==> config.mk <==
export PLATFORM = sky130hd
export DESIGN_NAME = mips_mem_responder
export DESIGN_NICKNAME = d
export VERILOG_FILES = /design/src/rtl/mips_mem_responder.sv
export SDC_FILE = /design/constraint.sdc
export NUM_CORES = 2
export LEC_CHECK = 0
export CAP_MARGIN = 15
export CELL_PAD_IN_SITES_DETAIL_PLACEMENT = 0
export CELL_PAD_IN_SITES_GLOBAL_PLACEMENT = 1
export CORE_MARGIN = 1.5
export CORE_UTILIZATION = 60
export CTS_BUF_LIST = sky130_fd_sc_hd__clkbuf_8
export CTS_CLUSTER_DIAMETER = 120
export DETAILED_ROUTE_END_ITERATION = 16
export PLACE_DENSITY_LB_ADDON = 0.1
export SLEW_MARGIN = 25
export SYNTH_ARGS = -nofsm -noshare
export SYNTH_HDL_FRONTEND = slang
export SYNTH_SLANG_ARGS = --single-unit
==> constraint.sdc <==
create_clock -name clk -period 9.8 [get_ports clk]
set_input_delay 1.96 -clock clk [delete_from_list [all_inputs] [get_ports clk]]
set_output_delay 1.96 -clock clk [all_outputs]
set_load 0.05 [all_outputs]
==> src/rtl/mips_mem_responder.sv <==
// Memory-side responder for the 8-bit multicycle MIPS core: byte RAM, small I/O window,
// and a byte-serial boot loader that holds the core in reset until the image is in RAM.
module mips_mem_responder #(
  parameter int unsigned       WIDTH     = 8,
  parameter logic [WIDTH-1:0]  IO_BASE   = 8'hF0,
  parameter int unsigned       TIMER_DIV = 4
) (
  input  logic             clk,
  input  logic             reset,
  input  logic             memread,
  input  logic             memwrite,
  input  logic [WIDTH-1:0] adr,
  input  logic [WIDTH-1:0] writedata,
  output logic [WIDTH-1:0] memdata,
  input  logic             load_valid,
  input  logic [7:0]       load_data,
  input  logic             load_done,
  output logic             load_ready,
  output logic             cpu_reset,
  output logic [7:0]       leds,
  input  logic [7:0]       switches
);

  // state   | meaning
  // LOAD    | loader fills RAM from address 0, core held in reset
  // RELEASE | one-cycle gap before the core is let go
  // RUN     | core owns the bus, loader ignored until reset
  typedef enum logic [1:0] {S_LOAD, S_RELEASE, S_RUN} state_t;

  localparam int unsigned      RAM_DEPTH = int'(IO_BASE);
  localparam int unsigned      PW        = (TIMER_DIV > 1) ? $clog2(TIMER_DIV) : 1;
  localparam logic [WIDTH-1:0] ADR_LEDS  = IO_BASE;
  localparam logic [WIDTH-1:0] ADR_SW    = IO_BASE + WIDTH'(1);
  localparam logic [WIDTH-1:0] ADR_TMR   = IO_BASE + WIDTH'(2);
  localparam logic [WIDTH-1:0] ADR_OVF   = IO_BASE + WIDTH'(3);
  localparam logic [WIDTH-1:0] LAST_RAM  = IO_BASE - WIDTH'(1);

  state_t           state_q, state_d;
  logic [WIDTH-1:0] ptr_q, ptr_d;
  logic [7:0]       leds_q, leds_d;
  logic [7:0]       timer_q, timer_d;
  logic [PW-1:0]    presc_q, presc_d;
  logic             ovf_q, ovf_d;
  logic [7:0]       sw_meta_q, sw_sync_q;
  logic [WIDTH-1:0] mem_q [RAM_DEPTH];

  logic             mem_we;
  logic [WIDTH-1:0] mem_waddr, mem_wdata;
  logic             tick;
  logic             is_ram;

  assign is_ram = (adr < IO_BASE);
  assign tick   = (presc_q == PW'(TIMER_DIV - 1));

  always_comb begin
    state_d    = state_q;
    ptr_d      = ptr_q;
    leds_d     = leds_q;
    mem_we     = 1'b0;
    mem_waddr  = adr;
    mem_wdata  = writedata;
    load_ready = 1'b0;
    cpu_reset  = 1'b1;
    case (state_q)
      S_LOAD: begin
        load_ready = 1'b1;
        if (load_valid) begin
          mem_we    = 1'b1;
          mem_waddr = ptr_q;
          mem_wdata = WIDTH'(load_data);
          if (ptr_q != LAST_RAM) ptr_d = ptr_q + WIDTH'(1);
        end
        // the last RAM byte ends the load even without load_done
        if (load_done || (load_valid && ptr_q == LAST_RAM)) state_d = S_RELEASE;
      end
      S_RELEASE: state_d = S_RUN;
      S_RUN: begin
        cpu_reset = 1'b0;
        if (memwrite) begin
          if (is_ram) mem_we = 1'b1;
          else if (adr == ADR_LEDS) leds_d = writedata[7:0];
        end
      end
      default: state_d = S_LOAD;
    endcase
  end

  always_comb begin
    presc_d = tick ? '0 : presc_q + PW'(1);
    timer_d = tick ? timer_q + 8'd1 : timer_q;
    ovf_d   = ovf_q;
    if (state_q == S_RUN && memread && adr == ADR_OVF) ovf_d = 1'b0;
    if (tick && timer_q == 8'hFF) ovf_d = 1'b1;
  end

  // combinational read: the core latches memdata on the same edge it issues memread
  always_comb begin
    memdata = '0;
    if (state_q == S_RUN && memread) begin
      if (is_ram) memdata = mem_q[adr];
      else begin
        case (adr)
          ADR_LEDS: memdata = WIDTH'(leds_q);
          ADR_SW:   memdata = WIDTH'(sw_sync_q);
          ADR_TMR:  memdata = WIDTH'(timer_q);
          ADR_OVF:  memdata = WIDTH'(ovf_q);
          default:  memdata = '0;
        endcase
      end
    end
  end

  always_ff @(posedge clk or posedge reset) begin
    if (reset) begin
      state_q   <= S_LOAD;
      ptr_q     <= '0;
      leds_q    <= '0;
      timer_q   <= '0;
      presc_q   <= '0;
      ovf_q     <= 1'b0;
      sw_meta_q <= '0;
      sw_sync_q <= '0;
    end else begin
      state_q   <= state_d;
      ptr_q     <= ptr_d;
      leds_q    <= leds_d;
      timer_q   <= timer_d;
      presc_q   <= presc_d;
      ovf_q     <= ovf_d;
      sw_meta_q <= switches;
      sw_sync_q <= sw_meta_q;
    end
  end

  always_ff @(posedge clk) begin
    if (mem_we) mem_q[mem_waddr] <= mem_wdata;
  end

  assign leds = leds_q;

endmodule

==> results.tsv <==
stage	metric	value	unit
finish	final_cell_area	85100	um^2
timing	setup_ws	0.766	ns
cts	clkTransAtPathRegs	0.07	ns
worst_setup_path	cpMaxStageDelayCell	clkdlybuf4s50_1	
power	power.density	213	nW/um^2
yosys	synth_area	77400	um^2
floorplanning	core	128000	um^2
placed_design	post-place-ws	1.15	ns
finish	nets	4180	
routing	wirelength	208000	um
routing	ant_nets	0	
cts	cts_tree	built	
timing	final-hold-violation-count	0	
power	switching_share	25.6	%
worst_setup_path	crit_fanout	20	
yosys	synth_area_leaders	edfxtp_1, mux4_2, mux2i_1, mux4_1, nor2_1	
yosys	syn_avg_cell_area	19.8	um^2
worst_setup_path	critPathMaxStageDelay	0.98	ns
yosys	async_flop_share	2.29	%
floorplanning	row_count	131	
global_route	grt_max_degree	213	
run	maxCapViolCount	0	
worst_setup_path	crit_family	simple AND/OR/NAND/NOR gates	
worst_setup_path	path_class	in -> out	
worst_setup_path	crit_required	7.84	ns
yosys	synthesis.nets	3951	
worst_setup_path	crit_chain	clkdlybuf4s50_1, buf_4, and2_1, nand3_1, nor3_1, a221oi_1, nand2_1, nor3_1, nor4_1, clkdlybuf4s50_1	
cts	numCtsBuffers	325	
worst_setup_path	startpoint_type	primary input	
status	status	finished, final reports clean	
yosys	yosysTopAreaCell	edfxtp_1	
global_route	grt-ovfl-total	0	
placed_design	place_hpwl	124000	um
worst_setup_path	crit_path_end_kind	output pin	
timing	finalClockSkew	0.0525	ns
global_route	antenna_found_initial	7	
timing	setup_viol	0	
worst_setup_path	cp_num_buf_inv	3	
yosys	seq_area_frac_synth	75.9	%
cts	clk_latency	1.02	ns
cts	cts.sinks	1965	
finish	area_growth	9.93	%
timing	max-slew-margin-rel	22.4	%
placed_design	port_buffers	55	
cts	ctsHoldBuffers	0	
power	comb_power_share	10.3	%
floorplanning	ios	56	
power	power_switching	4.65	mW
power	irDropWorstVdd	0.185	mV
timing	fmax	0.111	GHz
routing	drc	0	
routing	drtIter0Drc	5769	
yosys	synthDistinctLibCells	79	
timing	rsz0062_at_grt	false	
cts	clockRootBuffer	clkbuf_8	
cts	post-cts-setup-buffers	0	
cts	clk_path_buf_depth	4	
yosys	synth_edf_count	1920	
yosys	ys_ff_latch	1965	
floorplanning	die_w	362	um
global_route	grt_pass1_wl	295000	um
routing	wl_per_cell	34.6	um
global_route	groute.usage.overall	32.0	%
timing	drv_slew	0	
yosys	synthSimpleGateAreaFrac	3.22	%
global_route	grt_pass1_vias	41200	
yosys	yosys.area.top_type_share	74.5	%
yosys	netlist_instances	3910	
yosys	yosys_warnings	0	
worst_setup_path	crit_arrival	7.07	ns
timing	max_slew.worst_pin.slew	1.16	ns
routing	avgViaCountPerCell	6.84	
timing	post-route-min-period	9.03	ns
floorplanning	die-area	131000	um^2
timing	tns	0	ns
yosys	synth_ff_type	edfxtp_1	
yosys	synth_compound_area_share	4.28	%
cts	htree_num_levels	5	
yosys	synth_mux_area_share	14.2	%
routing	first_pass_iters	6	
floorplanning	initial_utilization	60.6	%
finish	layout-drive-gt1-share	19.2	%
worst_hold_path	hold_class	reg -> reg	
cts	cts_resized	0	
timing	finalCritPeriodShare	92.2	%
power	clockPowerShare	35.0	%
placed_design	post_dp_cell_area	79500	um^2
yosys	synth_top_family_by_area	multiplexers	
routing	vias	41100	
placed_design	place.gp.congestion	0.870	
power	internal-power	13.5	mW
power	pwr-share-seq	54.6	%
power	leakage	27.6	nW
floorplanning	die_h	362	um
yosys	synthXorXnorAreaFrac	0.170	%
yosys	yosys.area_share.adder	0.0485	%
-- layer usage --
layer / GRT usage, % / routed length, um
met5: 0 / 13
met4: 13.3 / 7960
met3: 8.23 / 23600
met2: 48.7 / 97800
met1: 44.8 / 78900
-- power by group through the flow --
stage | Combinational, mW | Clock [mW] | Sequential [mW]
finish | 1.88 | 6.36 | 9.91
detailed placement | 1.83 | 0 | 10.1
global placement | 1.74 | 0 | 10.1
global route | 1.95 | 6.79 | 9.91
floorplan | 0.961 | 0 | 10.3
CTS | 1.83 | 6.43 | 9.91
-- per-stage QoR --
stage | power [mW] | cells | util, % | hold slack (ns)
after floorplan | 11.2 | 3910 | - | 0.331
after global placement | 11.8 | 5472 | 62.1 | 0.340
after detailed placement | 11.9 | 5473 | 62.2 | 0.335
after CTS | 18.2 | 6010 | 66.5 | 0.351
after global routing | 18.7 | 6013 | 66.6 | 0.352
final | 18.2 | 6016 | 66.6 | 0.355
-- cells in the final DEF, fill, tap and decap left out, drive strengths merged, types with 37 or more instances in the layout --
| cell | netlist | final |
|---|---|---|
| o221ai | 87 | 87 |
| inv | 9 | 96 |
| a221oi | 49 | 49 |
| nand2 | 153 | 153 |
| dfrtp | 45 | 45 |
| nor2 | 303 | 303 |
| clkdlybuf4s50 | 0 | 49 |
| clkbuf | 91 | 341 |
| buf | 152 | 96 |
| a22oi | 37 | 37 |
| a21oi | 86 | 86 |
| edfxtp | 1920 | 1920 |
| mux4 | 340 | 340 |
| mux2i | 276 | 276 |
| clkinv | 1 | 103 |
| o21ai | 39 | 39 |
-- cells in the mapped netlist (7+ instances only) --
| library cell | n |
|---|---|
| edfxtp_1 | 1920 |
| nand2_1 | 153 |
| buf_8 | 15 |
| nand3_1 | 36 |
| nor3_1 | 14 |
| xnor2_1 | 9 |
| a21oi_1 | 86 |
| buf_1 | 8 |
| mux2i_1 | 276 |
| inv_1 | 7 |
| buf_2 | 57 |
| nor2_1 | 303 |
| a211oi_1 | 34 |
| clkbuf_1 | 90 |
| o31ai_1 | 9 |
| nand4_1 | 8 |
| o221ai_1 | 87 |
| o21ai_0 | 32 |
| a22o_1 | 22 |
| buf_4 | 29 |
| o22ai_1 | 22 |
| a22oi_1 | 37 |
| mux4_1 | 55 |
| mux2_2 | 30 |
| o21ai_1 | 7 |
| buf_12 | 9 |
| a221oi_1 | 45 |
| mux4_2 | 285 |
| or3_1 | 9 |
| o211ai_1 | 9 |
| buf_6 | 34 |
| and2_1 | 12 |
| dfrtp_1 | 45 |
| nor4_1 | 10 |
| nand3b_1 | 7 |
-- final cells by class --
class,instances,area [um^2]
flip-flops and latches,1965,58800
repair buffers,145,1500
well taps,1662,2080
diodes,5,12.5
clock buffers,341,4690
inverters,10,40.0
multi-input cells,1692,17200
fillers,8335,42700
clock inverters,196,837
-- cell families (layout without fill, tap and decap cells) --
logic type,after synthesis,in the layout
fa+ha+maj,3,3
mux,646,646
buf+inv,253,692
compound gates,446,446
flops,1965,1965
simple gates,582,582
xor+xnor,15,15
other cells,0,5
-- path summary, 6_finish.rpt --
path,depth (start not counted),to,from,slack [ns]
setup / recovery,10,memdata[6],adr[5],0.77
max in group asynchronous,2,state_q[1]$_DFFE_PP0P_,reset,7.84
hold reg to reg,0,sw_sync_q[3]$_DFF_PP0_,sw_meta_q[3]$_DFF_PP0_,0.35
min in group asynchronous,2,sw_sync_q[4]$_DFF_PP0_,reset,1.41
hold / removal,0,sw_sync_q[3]$_DFF_PP0_,sw_meta_q[3]$_DFF_PP0_,0.35
setup reg to reg,5,mem_q[119][7]$_DFFE_PP_,state_q[0]$_DFFE_PP0P_,5.25
-- registers in the layout, indices dropped and copies added (netlist names) --
register   flops
ovf_q          1
sw_meta_q      8
timer_q        8
presc_q        2
leds           8
mem_q       1920
sw_sync_q      8
ptr_q          8
state_q        2
No activity file was read; power rests on OpenSTA's default activity.
